### config.mk
export PLATFORM = sky130hd
export DESIGN_NAME = seven_seg_scan_ctrl
export DESIGN_NICKNAME = d
export VERILOG_FILES = /design/src/rtl/seven_seg_scan_ctrl_pkg.sv /design/src/rtl/seven_seg_next_digit.sv /design/src/rtl/seven_seg_scan_ctrl.sv
export SDC_FILE = /design/constraint.sdc
export NUM_CORES = 1
export LEC_CHECK = 0
export CORE_UTILIZATION = 52
export CTS_BUF_LIST = sky130_fd_sc_hd__clkbuf_8
export DETAILED_ROUTE_END_ITERATION = 12
export PLACE_DENSITY = 0.88
export SLEW_MARGIN = 10
export SYNTH_ARGS = -nofsm -noshare
export SYNTH_HDL_FRONTEND = slang
export SYNTH_SLANG_ARGS = --single-unit
### constraint.sdc
create_clock -name div_clock -period 3.02 [get_ports div_clock]
set_clock_uncertainty 0.15 [all_clocks]
set_input_delay 0.755 -clock div_clock [delete_from_list [all_inputs] [get_ports div_clock]]
set_output_delay 0.755 -clock div_clock [all_outputs]
set_load 0.02 [all_outputs]
### src/rtl/seven_seg_scan_ctrl_pkg.sv
// Shared display definitions: scan FSM state encodings and a constant-friendly
// ceil(log2) helper used to size index and counter fields.
package seven_seg_scan_ctrl_pkg;

    localparam logic [1:0] ST_IDLE  = 2'd0;
    localparam logic [1:0] ST_LIT   = 2'd1;
    localparam logic [1:0] ST_BLANK = 2'd2;

    function automatic int f_clog2(input int value);
        int w;
        w = 0;
        for (int i = 0; i < 31; i++) begin
            if ((1 << i) < value) begin
                w = i + 1;
            end
        end
        return w;
    endfunction

endpackage

### src/rtl/seven_seg_next_digit.sv
// Combinational search for the next enabled digit above the current index,
// wrapping to 0; o_wrap flags that the result is at or below the current index.
module seven_seg_next_digit
    import seven_seg_scan_ctrl_pkg::*;
#(
    parameter int NUM_DIGITS = 4,
    parameter int SEL_W      = (NUM_DIGITS > 1) ? f_clog2(NUM_DIGITS) : 1
) (
    input  logic [NUM_DIGITS-1:0] i_mask,
    input  logic [SEL_W-1:0]      i_cur,
    output logic [SEL_W-1:0]      o_next,
    output logic                  o_wrap
);

    logic [SEL_W-1:0] w_idx;
    logic             w_found;

    // Scan cur+1 .. cur+NUM_DIGITS so the current digit itself is the last candidate.
    always_comb begin
        o_next  = i_cur;
        w_found = 1'b0;
        w_idx   = '0;
        for (int i = 1; i <= NUM_DIGITS; i++) begin
            w_idx = SEL_W'((int'(i_cur) + i) % NUM_DIGITS);
            if (!w_found && i_mask[w_idx]) begin
                w_found = 1'b1;
                o_next  = w_idx;
            end
        end
    end

    assign o_wrap = (o_next <= i_cur);

endmodule

### src/rtl/seven_seg_scan_ctrl.sv
// Multiplexed seven-segment anode scanner: lights enabled digits one at a time
// with a programmable dwell and optional blank gap; all outputs are registered.
module seven_seg_scan_ctrl
    import seven_seg_scan_ctrl_pkg::*;
#(
    parameter int   NUM_DIGITS       = 4,
    parameter int   DWELL_CYCLES     = 1,
    parameter int   BLANK_CYCLES     = 1,
    parameter int   ANODE_ACTIVE_LOW = 1,
    localparam int  SEL_W            = (NUM_DIGITS > 1) ? f_clog2(NUM_DIGITS) : 1
) (
    input  logic                  div_clock,
    input  logic                  reset,
    input  logic                  enable,
    input  logic [NUM_DIGITS-1:0] digit_mask,
    output logic [NUM_DIGITS-1:0] anode,
    output logic [SEL_W-1:0]      digit_sel,
    output logic                  blanking,
    output logic                  frame_start
);

    localparam int MAX_CYC = (DWELL_CYCLES > BLANK_CYCLES) ? DWELL_CYCLES : BLANK_CYCLES;
    localparam int CNT_W   = f_clog2(MAX_CYC + 1);

    localparam logic [CNT_W-1:0]      DWELL_LOAD = CNT_W'(DWELL_CYCLES - 1);
    localparam logic [CNT_W-1:0]      BLANK_LOAD = (BLANK_CYCLES > 0) ? CNT_W'(BLANK_CYCLES - 1) : '0;
    localparam logic [NUM_DIGITS-1:0] ANODE_OFF  = (ANODE_ACTIVE_LOW != 0) ? {NUM_DIGITS{1'b1}} : '0;
    localparam logic [NUM_DIGITS-1:0] ONE_HOT0   = {{(NUM_DIGITS-1){1'b0}}, 1'b1};

    logic [1:0]            r_state;
    logic [CNT_W-1:0]      r_cnt;
    logic [SEL_W-1:0]      r_sel;
    logic [NUM_DIGITS-1:0] r_anode;
    logic                  r_blank;
    logic                  r_frame;

    logic [1:0]            w_state_nxt;
    logic [CNT_W-1:0]      w_cnt_nxt;
    logic [SEL_W-1:0]      w_sel_nxt;
    logic                  w_lit_on;
    logic                  w_frame_nxt;
    logic                  w_go_lit;
    logic [NUM_DIGITS-1:0] w_anode_lit;
    logic [SEL_W-1:0]      w_search_cur;
    logic [SEL_W-1:0]      w_next;
    logic                  w_wrap;

    // From IDLE, searching above the top index yields the lowest enabled digit with wrap set.
    assign w_search_cur = (r_state == ST_IDLE) ? SEL_W'(NUM_DIGITS - 1) : r_sel;

    seven_seg_next_digit #(
        .NUM_DIGITS (NUM_DIGITS),
        .SEL_W      (SEL_W)
    ) u_next_digit (
        .i_mask (digit_mask),
        .i_cur  (w_search_cur),
        .o_next (w_next),
        .o_wrap (w_wrap)
    );

    always_comb begin
        w_state_nxt = r_state;
        w_cnt_nxt   = r_cnt;
        w_sel_nxt   = r_sel;
        w_lit_on    = 1'b0;
        w_frame_nxt = 1'b0;
        w_go_lit    = 1'b0;
        if (!enable) begin
            w_state_nxt = ST_IDLE;
            w_cnt_nxt   = '0;
        end else begin
            case (r_state)
                ST_IDLE: begin
                    w_go_lit = (digit_mask != '0);
                end
                ST_LIT: begin
                    if (r_cnt == '0 || !digit_mask[r_sel]) begin
                        if (digit_mask == '0) begin
                            w_state_nxt = ST_IDLE;
                            w_cnt_nxt   = '0;
                        end else if (BLANK_CYCLES == 0) begin
                            w_go_lit = 1'b1;
                        end else begin
                            w_state_nxt = ST_BLANK;
                            w_cnt_nxt   = BLANK_LOAD;
                        end
                    end else begin
                        w_cnt_nxt = r_cnt - CNT_W'(1);
                        w_lit_on  = 1'b1;
                    end
                end
                ST_BLANK: begin
                    if (r_cnt == '0) begin
                        if (digit_mask == '0) begin
                            w_state_nxt = ST_IDLE;
                            w_cnt_nxt   = '0;
                        end else begin
                            w_go_lit = 1'b1;
                        end
                    end else begin
                        w_cnt_nxt = r_cnt - CNT_W'(1);
                    end
                end
                default: begin
                    w_state_nxt = ST_IDLE;
                    w_cnt_nxt   = '0;
                end
            endcase
            if (w_go_lit) begin
                w_state_nxt = ST_LIT;
                w_cnt_nxt   = DWELL_LOAD;
                w_sel_nxt   = w_next;
                w_lit_on    = 1'b1;
                w_frame_nxt = w_wrap;
            end
        end
    end

    assign w_anode_lit = w_lit_on ? (ONE_HOT0 << w_sel_nxt) : '0;

    always_ff @(posedge div_clock or posedge reset) begin
        if (reset) begin
            r_state <= ST_IDLE;
            r_cnt   <= '0;
            r_sel   <= '0;
            r_anode <= ANODE_OFF;
            r_blank <= 1'b1;
            r_frame <= 1'b0;
        end else begin
            r_state <= w_state_nxt;
            r_cnt   <= w_cnt_nxt;
            r_sel   <= w_sel_nxt;
            r_anode <= w_anode_lit ^ ANODE_OFF;
            r_blank <= ~w_lit_on;
            r_frame <= w_frame_nxt;
        end
    end

    assign anode       = r_anode;
    assign digit_sel   = r_sel;
    assign blanking    = r_blank;
    assign frame_start = r_frame;

endmodule

After elaboration in Yosys (flattened, before gate mapping):

Index checks and enable logic that the tools add are counted.

* register bits: 11
* input bits: 7
* output and inout bits: 8
* word-level logic and storage cells: 82

* $add $sub $neg: 5
* order comparisons: 6
* eq/ne operators: 6
* shift-type cells: 1
* multiplexer cells: 43
* bitwise logic cells: 3
* reductions and logical operators: 12

Operator list (count)
* $mux 2: 13
* $mux 1: 21
* $lt 2x3->1 const B: 5
* $ne 4x4->1 const B: 3
* $bmux 1 s2: 5
* $pmux 2 s3: 1
* $add 2x1->2 const B: 2
* $add 2x2->2 const B: 2
* $logic_not 1->1: 4
* $logic_not 4->1: 1
* $mux 4: 1
* $not 4->4: 1
* $reduce_and 4->1: 1
* $reduce_bool 4->1: 1
* $shl 1x2->4 const A: 1
* $logic_and 1x1->1: 3
* $ne 3x2->1 const B: 1
* $pmux 1 s3: 1
* $eq 2x1->1 const B: 1
* $eq 2x2->1 const B: 1
* $le 2x2->1: 1
* $logic_not 2->1: 1
* $not 1->1: 2
* $pmux 1 s2: 1
* other kinds (2): 2

Longest topological paths before layout:

* depth in word-level cells: 20
* gate-level depth with buffers: 12
* gate-level depth less buffers: 11

Cells and area by module:

Synthesis repeated with hierarchy kept, for this count alone.

* cells, all modules: 80
* area, all modules: 827.0 um^2

By module, submodules not included
* seven_seg_scan_ctrl: times used 1, cells each 63, area each 691.9 um^2, sequential area each 281.5 um^2
* seven_seg_next_digit: times used 1, cells each 17, area each 135.1 um^2, sequential area each 0.0 um^2

Worst setup path before layout:

No wires, ideal clock.

* kind: input to register
* start: input digit_mask[3]
* end: register r_frame, in the netlist frame_start
* setup time: 0.118 ns
* data arrival time: 2.205 ns
* required time: 2.752 ns
* path slack: 0.547 ns
* stages on the path: 9
* buffers on the path: 0
* cell sequence: or4b_1 o21ai_2 a2bb2oi_2 o21ai_0 o21a_1 ha_1 a21oi_1 a21oi_1 nor2_1

* word-level cells in the longest chain between the ends: 15
* elaborated cells between the ends (all ways): 30
* classes of those cells: order compare (1); mux (21); reduce/logical (8)

Ends and longest elaborated chain
* start: declaration: RTL line seven_seg_scan_ctrl.sv:15 `input logic [NUM_DIGITS-1:0] digit_mask,`
* $bmux 1 s2: RTL line seven_seg_next_digit.sv:25 `if (!w_found && i_mask[w_idx]) begin`
* $mux 1 (not written as such): RTL line seven_seg_next_digit.sv:25
* $mux 1: RTL line seven_seg_next_digit.sv:25
* $logic_not 1->1: RTL line seven_seg_next_digit.sv:25
* $logic_and 1x1->1: RTL line seven_seg_next_digit.sv:25
* $mux 1: RTL line seven_seg_next_digit.sv:25
* $logic_not 1->1: RTL line seven_seg_next_digit.sv:25
* $logic_and 1x1->1: RTL line seven_seg_next_digit.sv:25
* $mux 1: RTL line seven_seg_next_digit.sv:25
* $logic_not 1->1: RTL line seven_seg_next_digit.sv:25
* $logic_and 1x1->1: RTL line seven_seg_next_digit.sv:25
* $mux 2: RTL line seven_seg_next_digit.sv:25
* $le 2x2->1: RTL line seven_seg_next_digit.sv:32 `assign o_wrap = (o_next <= i_cur);`
* $mux 1 (*): RTL line seven_seg_scan_ctrl.sv:109 `if (w_go_lit) begin`
* $mux 1 (*): RTL line seven_seg_scan_ctrl.sv:68 `if (!enable) begin`
* named net w_frame_nxt: RTL line seven_seg_scan_ctrl.sv:41 `logic w_frame_nxt;`
* end signal: assignment: RTL line seven_seg_scan_ctrl.sv:135 `r_frame <= w_frame_nxt;`
* end: declaration: RTL line seven_seg_scan_ctrl.sv:35 `logic r_frame;`

Mark *: on every way through the listed nets, which the timed path passes. The rest lies on a longest branch. The select of a mux whose other input is x is not followed.
A chain may end at the register's enable or synchronous reset.

Worst setup path in the final report:

Same ends and word-level chain as after synthesis.

==> run summary <==
The clock power share came out at 18.5%. The core area came out at approximately 0.0016 mm^2. The initial antenna violation count is 0. The last weighted congestion value of the routability-driven placer came out at 0.808. The via-per-instance ratio is 6.13.

The internal power is 0.457 mW. The critical path crosses 10 cells after its start point. The worst hold path passes through 2 cells. The final reports fail on design-rule violations.

The minimum setup slack in the final design is 173 ps. Sorting the synthesized cells by area gives the leading types as sky130_fd_sc_hd__dfrtp_1 17%, sky130_fd_sc_hd__dfstp_2 15%, sky130_fd_sc_hd__ha_1 6.9%, sky130_fd_sc_hd__nor2_1 3.8%, sky130_fd_sc_hd__buf_6 3.7%. The final layout net count came out at 125.

The number of hold buffers added after cts came out at 0. In the synthesized netlist the async set-or-reset flop fraction comes to 100%. The start-to-end type of the worst setup path is primary input to flip-flop. The number of iterations in the first detailed-routing pass came out at 8. The slowest cell on the critical path is sky130_fd_sc_hd__or4b_1. The kind of cell with the highest combined delay along the critical path is compound AO/OA/AOI/OAI gates. The total wirelength of the detailed-routed design came out at 2080 um. After detailed routing, the number of remaining DRC violations is 1. The startpoint of the tightest hold check path is r_cnt$_DFFE_PP0N_. At the placement stage, the worst setup path has a slack of -16.3 ps. The clock period minus final worst setup slack is 2850 ps.

The startpoint kind of the worst setup timing path is a primary input. The net count after synthesis came out at 104. The sum of buffers and inverters on the critical path came out at 1. The maximum vdd ir drop is 0.486 mV. The switching power total is 0.290 mW. The overall via count from detail_route came out at 784. The critical path startpoint is digit_mask[3]. The starting density of the core came out at 57.8%. The maximum buffer depth of the clock tree is 2. The count of cells in the finished layout, fillers not included, comes to 128. Along the worst path, the maximum fanout reaches 4. After synthesis, the largest area contributor takes up 16.7% of total cell area. The destination of the worst register-to-register timing path is frame_start$_DFF_PP0_.

The element type at the critical path end is a flip-flop. The max-cap check violation count is 0. The largest area contributor in the netlist is sky130_fd_sc_hd__dfrtp_1. The number of placed instances, taps included is ~120.

The global-route usage over all layers is 26.3%. The worst reg-to-reg setup slack came out at 320 ps. The clock transition at the registers of the reported paths is roughly 50 ps. The number of global-route vias before repair came out at 808. The flow ran to the end, but the final reports show violations. The worst-case headroom to the max-slew limit came out at 71.4%.

The hold path endpoint is r_cnt$_DFFE_PP0N_. The final-layout setup total negative slack came out at 0 ps. The final clock period utilization by the worst path came out at 94.3%. The share of post-route cells with drive strength above 1 is ~24%. Setup repair after global routing left no endpoint under its margin. The number of placement rows is 14. The first routing iteration left 22 violations.

For this design, the sink count on the clock tree is 11. The number of antenna diodes came out at 0. The worst hold margin came out at 404 ps. Of the total power, the share spent switching nets is 38.8%. The detailed placement HPWL is 1570 um. The later-pin clock latency in the skew report is 230 ps. The start of the worst register-to-register path is r_state[0]$_DFFE_PP0P_. The cell area after synthesis is 901 um^2. Among all flip-flop cells after synthesis, the most frequent one is sky130_fd_sc_hd__dfrtp_1. The number of flops mapped to enable cells by yosys is 0. The number of synthesized register bits came out at 11.

The data arrival at the endpoint of the critical path came out at approximately 2900 ps. The maximum number of pins on one net before global-route repair came out at 14. The cell that appears most often on the critical path is sky130_fd_sc_hd__a21oi_1.

In this run, CTS created clock tree buffers numbering 3. The count of instances resized after the clock tree is built came out at 0. The hold violation total from the final report is 0. The height of the die came out at 43.6 um. The classification of the worst-slack hold path is flip-flop to flip-flop. On the worst path, the slowest cell contributes a delay of approximately 540 ps. The average size of a mapped cell came out at 9.79 um^2.

The number of endpoints failing setup at the final stage is 0. The final count of pins violating max slew is 0. The wire length per cell after detailed routing came out at 16.2 um.

STA puts the critical path data required time at about 3000 ps. The number of top-level design ports is 15. In this run the tool buffered the top-level ports with 14 buffer cells.

Leaving out fill and tap cells, the most frequent cells in the layout are 14 x sky130_fd_sc_hd__clkdlybuf4s50_1, 9 x sky130_fd_sc_hd__nor2_1, 8 x sky130_fd_sc_hd__inv_1. The transition time at the pin with the least slew margin is approximately 430 ps. The synthesized netlist cell count is between 90 and 100.

The detail route stage leaves a number of antenna-violating nets equal to 0. The power share of the combinational group is 49.8%. The post-synthesis sequential area ratio is 31.2%. The number of buffers added for setup after CTS is 0. The die outline area is 0.00190 mm^2. The commonest non-fill, non-tap cell in the layout is sky130_fd_sc_hd__clkdlybuf4s50_1. The depth of the most critical reg-to-reg path came out at 11. In this run the power density over the cells is around 670 mW/mm^2. The tree is rooted in a sky130_fd_sc_hd__clkbuf_8. The die is 43.6 um wide.

The maximum clock frequency came out at roughly 0.35 GHz. The leakage power is around 0.45 nW. The CTS H-tree depth is 1. The global-route wire length before repair came out at about 3600 um.

The number of synthesis warnings came out at 0. TritonCTS built the clock tree. The residual overflow from global routing came out at 0. The sequential share of power came out at approximately a third.

The area added between synthesis and finish came out at 23.5%. The critical path goes through clkdlybuf4s50_1, or4b_1, o21ai_2, a2bb2oi_2, o21ai_0, o21a_1, ha_1, a21oi_1, a21oi_1, nor2_1. The number of distinct library cells after synthesis came out at slightly above 40.
cell families (layout without fill, tap and decap cells):
group	Yosys count	count (layout)	share of synthesized area, %
buffers and inverters	11	31	7.50
AND/OR/NAND/NOR	31	31	18.5
adder cells (fa/ha/maj)	5	5	6.94
flip-flops	11	11	31.2
multiplexers	4	4	6.81
AO/OA/AOI/OAI	30	30	29.0
final cells by class:
class	count	area, um^2
inverters	7	26.3
repair buffers	20	185
fillers	108	447
flip-flops and latches	11	282
clock inverters	1	3.75
well taps	16	20.0
multi-input cells	70	554
clock buffers	3	41.3
power by group through the flow:
stage | clock [mW] | sequential (mW) | combinational (mW)
floorplan | 0 | 0.237 | 0.264
global placement | 0 | 0.234 | 0.354
detailed placement | 0 | 0.236 | 0.366
CTS | 0.144 | 0.235 | 0.368
global route | 0.150 | 0.241 | 0.401
finish | 0.138 | 0.237 | 0.372
flip-flops by register name, indices dropped and copies added, names as in the netlist:
signal	cells
blanking	1
frame_start	1
digit_sel	2
r_cnt	1
r_state	2
anode	4
how the worst max path moves through the flow:
stage,endpoint
5_1_grt,frame_start$_DFF_PP0_
3_5_place_dp,frame_start$_DFF_PP0_
6_report,frame_start$_DFF_PP0_
4_1_cts,frame_start$_DFF_PP0_
3_3_place_gp,frame_start$_DFF_PP0_
2_1_floorplan,frame_start$_DFF_PP0_
synthesized netlist by cell type (3+ instances only):
cell	instances
sky130_fd_sc_hd__a21oi_1	6
sky130_fd_sc_hd__buf_6	3
sky130_fd_sc_hd__dfrtp_1	6
sky130_fd_sc_hd__dfstp_2	5
sky130_fd_sc_hd__ha_1	5
sky130_fd_sc_hd__inv_1	7
sky130_fd_sc_hd__nand2_1	7
sky130_fd_sc_hd__nand2b_1	3
sky130_fd_sc_hd__nand3_1	3
sky130_fd_sc_hd__nor2_1	9
sky130_fd_sc_hd__o21ai_0	5
metal layers:
metal	wire [um]	global-route usage, %	vias to the layer above	share of wire, %
met5	0	0	-	0
li1	-	-	373	-
met4	89	20.6	0	4.3
met3	147	6.67	10	7.1
met2	972	42.4	42	47
met1	868	29.3	359	42
per-stage QoR:
stage          power, mW  util, %  cell area, um^2
2_1_floorplan      0.501        -              901
3_3_place_gp       0.589     68.3             1060
3_5_place_dp       0.602     68.3             1060
4_1_cts            0.746     71.2             1110
5_1_grt            0.792     71.3             1110
6_report           0.747     71.3             1110
tightest hold or removal path, cell delays in order (launching register included):
cell and delay (ps):
sky130_fd_sc_hd__dfrtp_1 400, sky130_fd_sc_hd__nand3_1 70, sky130_fd_sc_hd__nor2_1 40
(Power assumes the default switching activity.)
